===== src/rtl/mdu_issue_ctrl_pkg.sv =====
// -----------------------------------------------------------------------------
// mdu_issue_ctrl_pkg
// Shared definitions for the MDU issue controller: datapath widths, MDU
// operation codes, default MDU latency, the issue FSM state encoding and a
// helper that packs the CR0 field from the MDU flags.
// Optional feature macro used by the importing RTL: MDU_TIMEOUT_EN.
// -----------------------------------------------------------------------------
package mdu_issue_ctrl_pkg;

  localparam int ARCH_WIDTH        = 32;
  localparam int MDUOp_WIDTH       = 3;
  localparam int MDU_D_WIDTH       = 4;
  localparam int MDU_CYCLE_DEFAULT = 4;

  localparam logic [MDUOp_WIDTH-1:0] MDUOp_NOP   = 3'd0;
  localparam logic [MDUOp_WIDTH-1:0] MDUOp_MULH  = 3'd1;
  localparam logic [MDUOp_WIDTH-1:0] MDUOp_MULHU = 3'd2;
  localparam logic [MDUOp_WIDTH-1:0] MDUOp_MULW  = 3'd3;
  localparam logic [MDUOp_WIDTH-1:0] MDUOp_DIVW  = 3'd4;
  localparam logic [MDUOp_WIDTH-1:0] MDUOp_DIVWU = 3'd5;

  typedef enum logic [1:0] {
    ST_IDLE = 2'd0,
    ST_REQ  = 2'd1,
    ST_WAIT = 2'd2,
    ST_DONE = 2'd3
  } mdu_state_e;

  // The MDU flag bus is {OV, LT, GT, EQ}: vector bit 3 is OV, bit 0 is EQ.
  // CR0 is {LT, GT, EQ, SO}; SO is sticky-ORed with a fresh overflow when
  // the instruction records OV.
  function automatic logic [3:0] cr0_pack(input logic [MDU_D_WIDTH-1:0] d,
                                          input logic                   so,
                                          input logic                   oe);
    cr0_pack = {d[2], d[1], d[0], so | (oe & d[3])};
  endfunction

endpackage


===== src/rtl/mdu_issue_ctrl_watchdog.sv =====
// -----------------------------------------------------------------------------
// mdu_watchdog
// Cycle counter guarding the WAIT phase of the MDU handshake.
// Ports:
//   clk, rst_n   clock, asynchronous active-low reset
//   clr_i        synchronous clear of the count
//   en_i         count this cycle
//   expire_o     high in the LIMIT-th consecutive enabled cycle
// Only instantiated when MDU_TIMEOUT_EN is defined.
// -----------------------------------------------------------------------------
module mdu_watchdog #(
  parameter int LIMIT = 64
) (
  input  logic clk,
  input  logic rst_n,
  input  logic clr_i,
  input  logic en_i,
  output logic expire_o
);

  localparam int CW = (LIMIT > 1) ? $clog2(LIMIT) : 1;

  logic [CW-1:0] count_q;

  // Count enabled cycles; clear has priority.
  always_ff @(posedge clk or negedge rst_n) begin
    if (!rst_n) begin
      count_q <= {CW{1'b0}};
    end else if (clr_i) begin
      count_q <= {CW{1'b0}};
    end else if (en_i) begin
      count_q <= count_q + CW'(1);
    end else begin
      count_q <= count_q;
    end
  end

  // count_q counts completed cycles, so LIMIT-1 marks the last allowed one.
  assign expire_o = en_i & (count_q == CW'(LIMIT - 1));

endmodule


===== src/rtl/mdu_issue_ctrl.sv =====
// -----------------------------------------------------------------------------
// mdu_issue_ctrl
// Initiator side of the multiply/divide unit handshake. Accepts one MUL/DIV
// from EX, issues a one-cycle req with operands to the MDU, stalls the
// pipeline while the MDU works, captures C/D on ack and presents a one-cycle
// writeback with optional CR0 and XER[OV] updates.
// Ports:
//   clk, rst_n                 clock, asynchronous active-low reset
//   start, op, opA, opB        operation request from EX
//   rd, rc, oe, xer_so         destination / record controls / current SO
//   flush                      kill the current operation
//   mdu_req, mdu_A/B, mdu_Op   request to the MDU
//   mdu_C, mdu_D, mdu_ack      response from the MDU (ack idles high)
//   stall                      hold the pipeline
//   wb_valid, wb_data, wb_rd   writeback
//   cr0_we, cr0_data           CR0 update
//   ov_we, ov                  XER[OV] update
//   err                        watchdog timeout pulse
// Optional feature: MDU_TIMEOUT_EN enables the WAIT watchdog (TIMEOUT cycles).
// -----------------------------------------------------------------------------
module mdu_issue_ctrl
  import mdu_issue_ctrl_pkg::*;
#(
  parameter int MDU_CYCLE = MDU_CYCLE_DEFAULT,
  parameter int TIMEOUT   = 64
) (
  input  logic                   clk,
  input  logic                   rst_n,
  input  logic                   start,
  input  logic [MDUOp_WIDTH-1:0] op,
  input  logic [ARCH_WIDTH-1:0]  opA,
  input  logic [ARCH_WIDTH-1:0]  opB,
  input  logic [4:0]             rd,
  input  logic                   rc,
  input  logic                   oe,
  input  logic                   xer_so,
  input  logic                   flush,
  output logic                   mdu_req,
  output logic [ARCH_WIDTH-1:0]  mdu_A,
  output logic [ARCH_WIDTH-1:0]  mdu_B,
  output logic [MDUOp_WIDTH-1:0] mdu_Op,
  input  logic [ARCH_WIDTH-1:0]  mdu_C,
  input  logic [MDU_D_WIDTH-1:0] mdu_D,
  input  logic                   mdu_ack,
  output logic                   stall,
  output logic                   wb_valid,
  output logic [ARCH_WIDTH-1:0]  wb_data,
  output logic [4:0]             wb_rd,
  output logic                   cr0_we,
  output logic [3:0]             cr0_data,
  output logic                   ov_we,
  output logic                   ov,
  output logic                   err
);

  // Elaboration-time parameter sanity checks.
  if (MDU_CYCLE < 2) begin : g_bad_cycle
    $error("mdu_issue_ctrl: MDU_CYCLE must be at least 2");
  end
  if (TIMEOUT < 1) begin : g_bad_timeout
    $error("mdu_issue_ctrl: TIMEOUT must be at least 1");
  end

  mdu_state_e             state_q;
  logic [MDUOp_WIDTH-1:0] op_q;
  logic [ARCH_WIDTH-1:0]  a_q;
  logic [ARCH_WIDTH-1:0]  b_q;
  logic [4:0]             rd_q;
  logic                   rc_q;
  logic                   oe_q;
  logic [ARCH_WIDTH-1:0]  c_q;
  logic [MDU_D_WIDTH-1:0] d_q;
  logic                   kill_q;
  logic                   mdu_req_q;
  logic                   err_q;

  logic accept_s;
  logic expire_s;
  logic done_s;
  logic live_s;

  assign accept_s = (state_q == ST_IDLE) & start & (op != MDUOp_NOP) & ~flush;

`ifdef MDU_TIMEOUT_EN
  mdu_watchdog #(
    .LIMIT (TIMEOUT)
  ) u_watchdog (
    .clk      (clk),
    .rst_n    (rst_n),
    .clr_i    (state_q != ST_WAIT),
    .en_i     ((state_q == ST_WAIT) & ~mdu_ack),
    .expire_o (expire_s)
  );
`else
  assign expire_s = 1'b0;
`endif

  // Issue FSM: state, captured request/response and registered strobes.
  always_ff @(posedge clk or negedge rst_n) begin
    if (!rst_n) begin
      state_q   <= ST_IDLE;
      op_q      <= MDUOp_NOP;
      a_q       <= {ARCH_WIDTH{1'b0}};
      b_q       <= {ARCH_WIDTH{1'b0}};
      rd_q      <= 5'd0;
      rc_q      <= 1'b0;
      oe_q      <= 1'b0;
      c_q       <= {ARCH_WIDTH{1'b0}};
      d_q       <= {MDU_D_WIDTH{1'b0}};
      kill_q    <= 1'b0;
      mdu_req_q <= 1'b0;
      err_q     <= 1'b0;
    end else begin
      mdu_req_q <= 1'b0;
      err_q     <= 1'b0;
      case (state_q)
        ST_IDLE: begin
          if (accept_s) begin
            op_q      <= op;
            a_q       <= opA;
            b_q       <= opB;
            rd_q      <= rd;
            rc_q      <= rc;
            oe_q      <= oe;
            kill_q    <= 1'b0;
            mdu_req_q <= 1'b1;
            state_q   <= ST_REQ;
          end else begin
            state_q   <= ST_IDLE;
          end
        end
        ST_REQ: begin
          // The MDU cannot be aborted: a flush only marks the result dead.
          if (flush) begin
            kill_q <= 1'b1;
          end else begin
            kill_q <= kill_q;
          end
          state_q <= ST_WAIT;
        end
        ST_WAIT: begin
          if (flush) begin
            kill_q <= 1'b1;
          end else begin
            kill_q <= kill_q;
          end
          // The MDU result is only valid in the ack cycle.
          if (mdu_ack) begin
            c_q     <= mdu_C;
            d_q     <= mdu_D;
            state_q <= ST_DONE;
          end else if (expire_s) begin
            err_q   <= 1'b1;
            state_q <= ST_IDLE;
          end else begin
            state_q <= ST_WAIT;
          end
        end
        ST_DONE: begin
          kill_q  <= 1'b0;
          state_q <= ST_IDLE;
        end
        default: begin
          state_q <= ST_IDLE;
        end
      endcase
    end
  end

  // A flush arriving in DONE itself still has to cancel the writeback.
  assign done_s   = (state_q == ST_DONE);
  assign live_s   = done_s & ~kill_q & ~flush;

  assign stall    = accept_s | (state_q == ST_REQ) | (state_q == ST_WAIT);
  assign mdu_req  = mdu_req_q;
  assign mdu_A    = a_q;
  assign mdu_B    = b_q;
  assign mdu_Op   = op_q;
  assign wb_valid = live_s;
  assign wb_data  = c_q;
  assign wb_rd    = rd_q;
  assign cr0_we   = live_s & rc_q;
  assign cr0_data = done_s ? cr0_pack(d_q, xer_so, oe_q) : 4'b0000;
  assign ov_we    = live_s & oe_q;
  assign ov       = d_q[3];
  assign err      = err_q;

endmodule

===== config.mk =====
export PLATFORM = sky130hd
export DESIGN_NAME = mdu_issue_ctrl
export DESIGN_NICKNAME = d
export VERILOG_FILES = /design/src/rtl/mdu_issue_ctrl_pkg.sv /design/src/rtl/mdu_issue_ctrl_watchdog.sv /design/src/rtl/mdu_issue_ctrl.sv
export SDC_FILE = /design/constraint.sdc
export NUM_CORES = 1
export LEC_CHECK = 0
export ABC_AREA = 1
export CAP_MARGIN = 10
export CORE_UTILIZATION = 36
export DETAILED_ROUTE_END_ITERATION = 8
export GPL_ROUTABILITY_DRIVEN = 0
export PLACE_DENSITY = 0.77
export SLEW_MARGIN = 0
export SYNTH_ARGS = -nofsm -noshare
export SYNTH_HDL_FRONTEND = slang
export SYNTH_SLANG_ARGS = --single-unit

===== constraint.sdc =====
create_clock -name clk -period 1.5 [get_ports clk]
set_input_delay 0.3 -clock clk [delete_from_list [all_inputs] [get_ports clk]]
set_output_delay 0.3 -clock clk [all_outputs]
set_load 0.01 [all_outputs]

==> key figures <==
Place
  • Setup WS pre-CTS: -660 ps
  • HPWL Detailed: 8750 um
  • # port buffers: 229

Critical path
  • Crit path largest cell delay: 450 ps
  • Top Family by Delay on Critical Path: flip-flops
  • CP max FO: 3
  • R2r worst-path depth: 14
  • CP required: 1200 ps
  • CP Class: flip-flop to output port
  • Worst path slowest cell: dfrtp_1
  • Crit start category: flip-flop
  • Endpoint class of the critical path: output port
  • Reg2reg start: state_q[1]
  • Crit path cell chain: buf_6 > inv_4 > ha_4 > inv_4 > nor2_4 > nand2_4 > nand2_4 > buf_6
  • Internal reg-to-reg setup slack: -360 ps
  • R2r endpoint: mdu_A[10]
  • Worst Path Arrival: 1590 ps
  • WP buf/inv: 4

Yosys
  • Synth Area per Inst: 10.4 um^2
  • Post-synthesis async set-or-reset flop share: 100%
  • Top_reg_cell synth: dfrtp_1
  • Post-synth top area share: 64.5%
  • Post-Syn Area: 0.00442 mm^2
  • Gate Count Post-Synth: 427
  • EDFF count, synth: 0
  • Yosys reg bits: 114
  • Syn_nets: 547
  • Top post-synthesis cells by area: dfrtp_1 (65%), nand2_1 (19%), mux2_2 (9.2%)
  • Dominant cell type by area after synthesis: dfrtp_1
  • Synth warnings: 0
  • Synth cell types: 17
  • Part of the Yosys area used for sequential elements: 64.5%

Die
  • Die Wd: 113 um
  • Boundary Pins: 231
  • Core outline area: 0.0120 mm^2
  • Cell Rows: 40
  • Die H: 113 um
  • Die area: 0.0127 mm^2
  • Initial core utilization: 36.8%

GRT
  • Vias in the first global route: 4,327
  • Grt total ovfl: 0
  • Pin count of the biggest net entering global routing: 35
  • First-pass GRT wire length: 22,700 um
  • Initial antenna violation count: 0
  • GR Util All Layers: 23.6%

Routing
  • Routed vias/inst: 4.76
  • DRC violations left: 0
  • Routed WL per cell: 18.2 um
  • Routed WL: 16,000 um
  • Antenna Nets Post-Route: 0
  • DR iter-0 viols: 161
  • Vias: 4,197
  • DRT Pass-1 Iters: 4

Clocking
  • CTS Buffer Depth: 2
  • Reg clk slew, reported paths: 50 ps
  • CTS tree: yes
  • Later-pin clock latency in the skew report: 400 ps
  • H-tree depth: 4
  • Clock Sinks: 114
  • Root buf cell: clkbuf_16
  • CTS buffer count: 17

Finish
  • Final-layout fill cell count: 739
  • Final nets: 843
  • Most frequent cells in the layout: clkdlybuf4s50_1 (114), dfrtp_1 (113), dlygate4sd2_1 (106), nand2_2 (97), nand2_1 (73)
  • Diode count: 0
  • Area growth, synth to finish: 109%
  • Share of layout cells above drive strength 1: 42.5%
  • Commonest non-fill, non-tap cell in the layout: clkdlybuf4s50_1

STA
  • Final Hold Viols: 0
  • RSZ-0062 raised after global routing: true
  • Tmin final: 1890 ps
  • Final WS setup: -393 ps
  • Final Max Slew Viols: 0
  • Fin crit share: 126%
  • Final Skew: 5.80 ps
  • Final setup viols: 121
  • FMAX: 528 MHz

Flow run
  • Max Cap Violations: 0

Power
  • P per Cell Area: 1900 mW/mm^2
  • Leak: 4.79 nW
  • Max IR drop VDD: 0.000942 V
  • Overall Power: 17.5 mW

Outcome
  • Outcome: finished, violations left
  • Failing checks: negative setup slack

Hold path
  • Hold crit path type: input port to async pin
[logic make-up after synthesis]
family | Yosys count | synth area share, %
other | 1 | 0.0848
multiplexers | 36 | 9.17
AO/OA/AOI/OAI | 9 | 1.02
buffers and inverters | 36 | 4.64
adder cells (fa/ha/maj) | 4 | 1.13
flip-flops | 114 | 64.5
AND/OR/NAND/NOR | 227 | 19.4
[power by group]
group / internal [mW] / switching (mW) / leakage [nW]
sequential: 4.57 / 1.02 / 1.39
combinational: 4.57 / 3.63 / 3.12
clock: 2.42 / 1.33 / 0.275
total: 11.6 / 5.98 / 4.79
[stage by stage]
stage | instance area (um^2) | hold slack (ps) | util (%) | instances | TNS, ps
final | 9220 | 369 | 76.8 | 881 | -32340
after global routing | 9220 | 401 | 76.8 | 881 | -39590
after CTS | 8380 | 353 | 69.8 | 875 | -27190
after detailed placement | 6990 | 241 | 58.2 | 803 | -44750
after global placement | 6990 | 237 | 58.2 | 803 | -41300
after floorplan | 4440 | 4.41 | - | 427 | 0
[per-layer routing]
layer / global-route usage, % / vias up / wire length, um
met2: 41.3 / 189 / 8590
met3: 7.07 / 29 / 1050
met4: 7.20 / 0 / 293
met5: 0 / - / 0
li1: - / 1914 / -
met1: 28.0 / 2065 / 6090
[cell usage after synthesis (2+ instances only)]
master / instances
o21ai_0: 6
mux2_2: 36
buf_4: 3
clkbuf_1: 5
dfrtp_1: 114
ha_1: 4
a21oi_1: 3
buf_6: 7
inv_1: 15
nand2_1: 218
buf_2: 5
nor2_1: 5
nand2_2: 2
[repair_timing]
| item | 4_1_cts | 5_1_grt |
|---|---|---|
| pin swaps | 7 | 53 |
| buffers inserted | 23 | 13 |
| hold endpoints to repair | 21 | 0 |
| setup endpoints to repair | 227 | 121 |
| resized for setup | 211 | 280 |
| hold buffers | 1 | 0 |
| cloned | 18 | 2 |
[layout make-up]
type / instances / area, um^2 / share of cell area, %
Clock buffer: 24 / 492 / 5.33
Clock inverter: 6 / 55.1 / 0.597
Inverter: 16 / 86.3 / 0.936
Multi-Input combinational cell: 277 / 2240 / 24.3
Sequential cell: 114 / 2850 / 31.0
Tap cell: 147 / 184 / 1.99
Timing Repair Buffer: 297 / 3310 / 35.9
[state kept, by name (all words and copies together) (netlist names)]
| name | flops |
|---|---|
| rc_q | 1 |
| state_q | 2 |
| mdu_req | 1 |
| mdu_B | 32 |
| oe_q | 1 |
| wb_data | 32 |
| mdu_A | 32 |
| kill_q | 1 |
| wb_rd | 5 |
| mdu_Op | 3 |
| d_q | 4 |
[worst max path at each step]
stage | startpoint | endpoint | slack, ps | cells past startpoint
6_report | state_q[1] | stall | -390 | 8
3_3_place_gp | flush | ov_we | -650 | 5
4_1_cts | state_q[1] | cr0_we | -370 | 6
3_5_place_dp | flush | ov_we | -660 | 5
5_1_grt | state_q[1] | stall | -460 | 8
2_1_floorplan | state_q[1] | stall | 0.06 | 8
(Power assumes the default switching activity.)
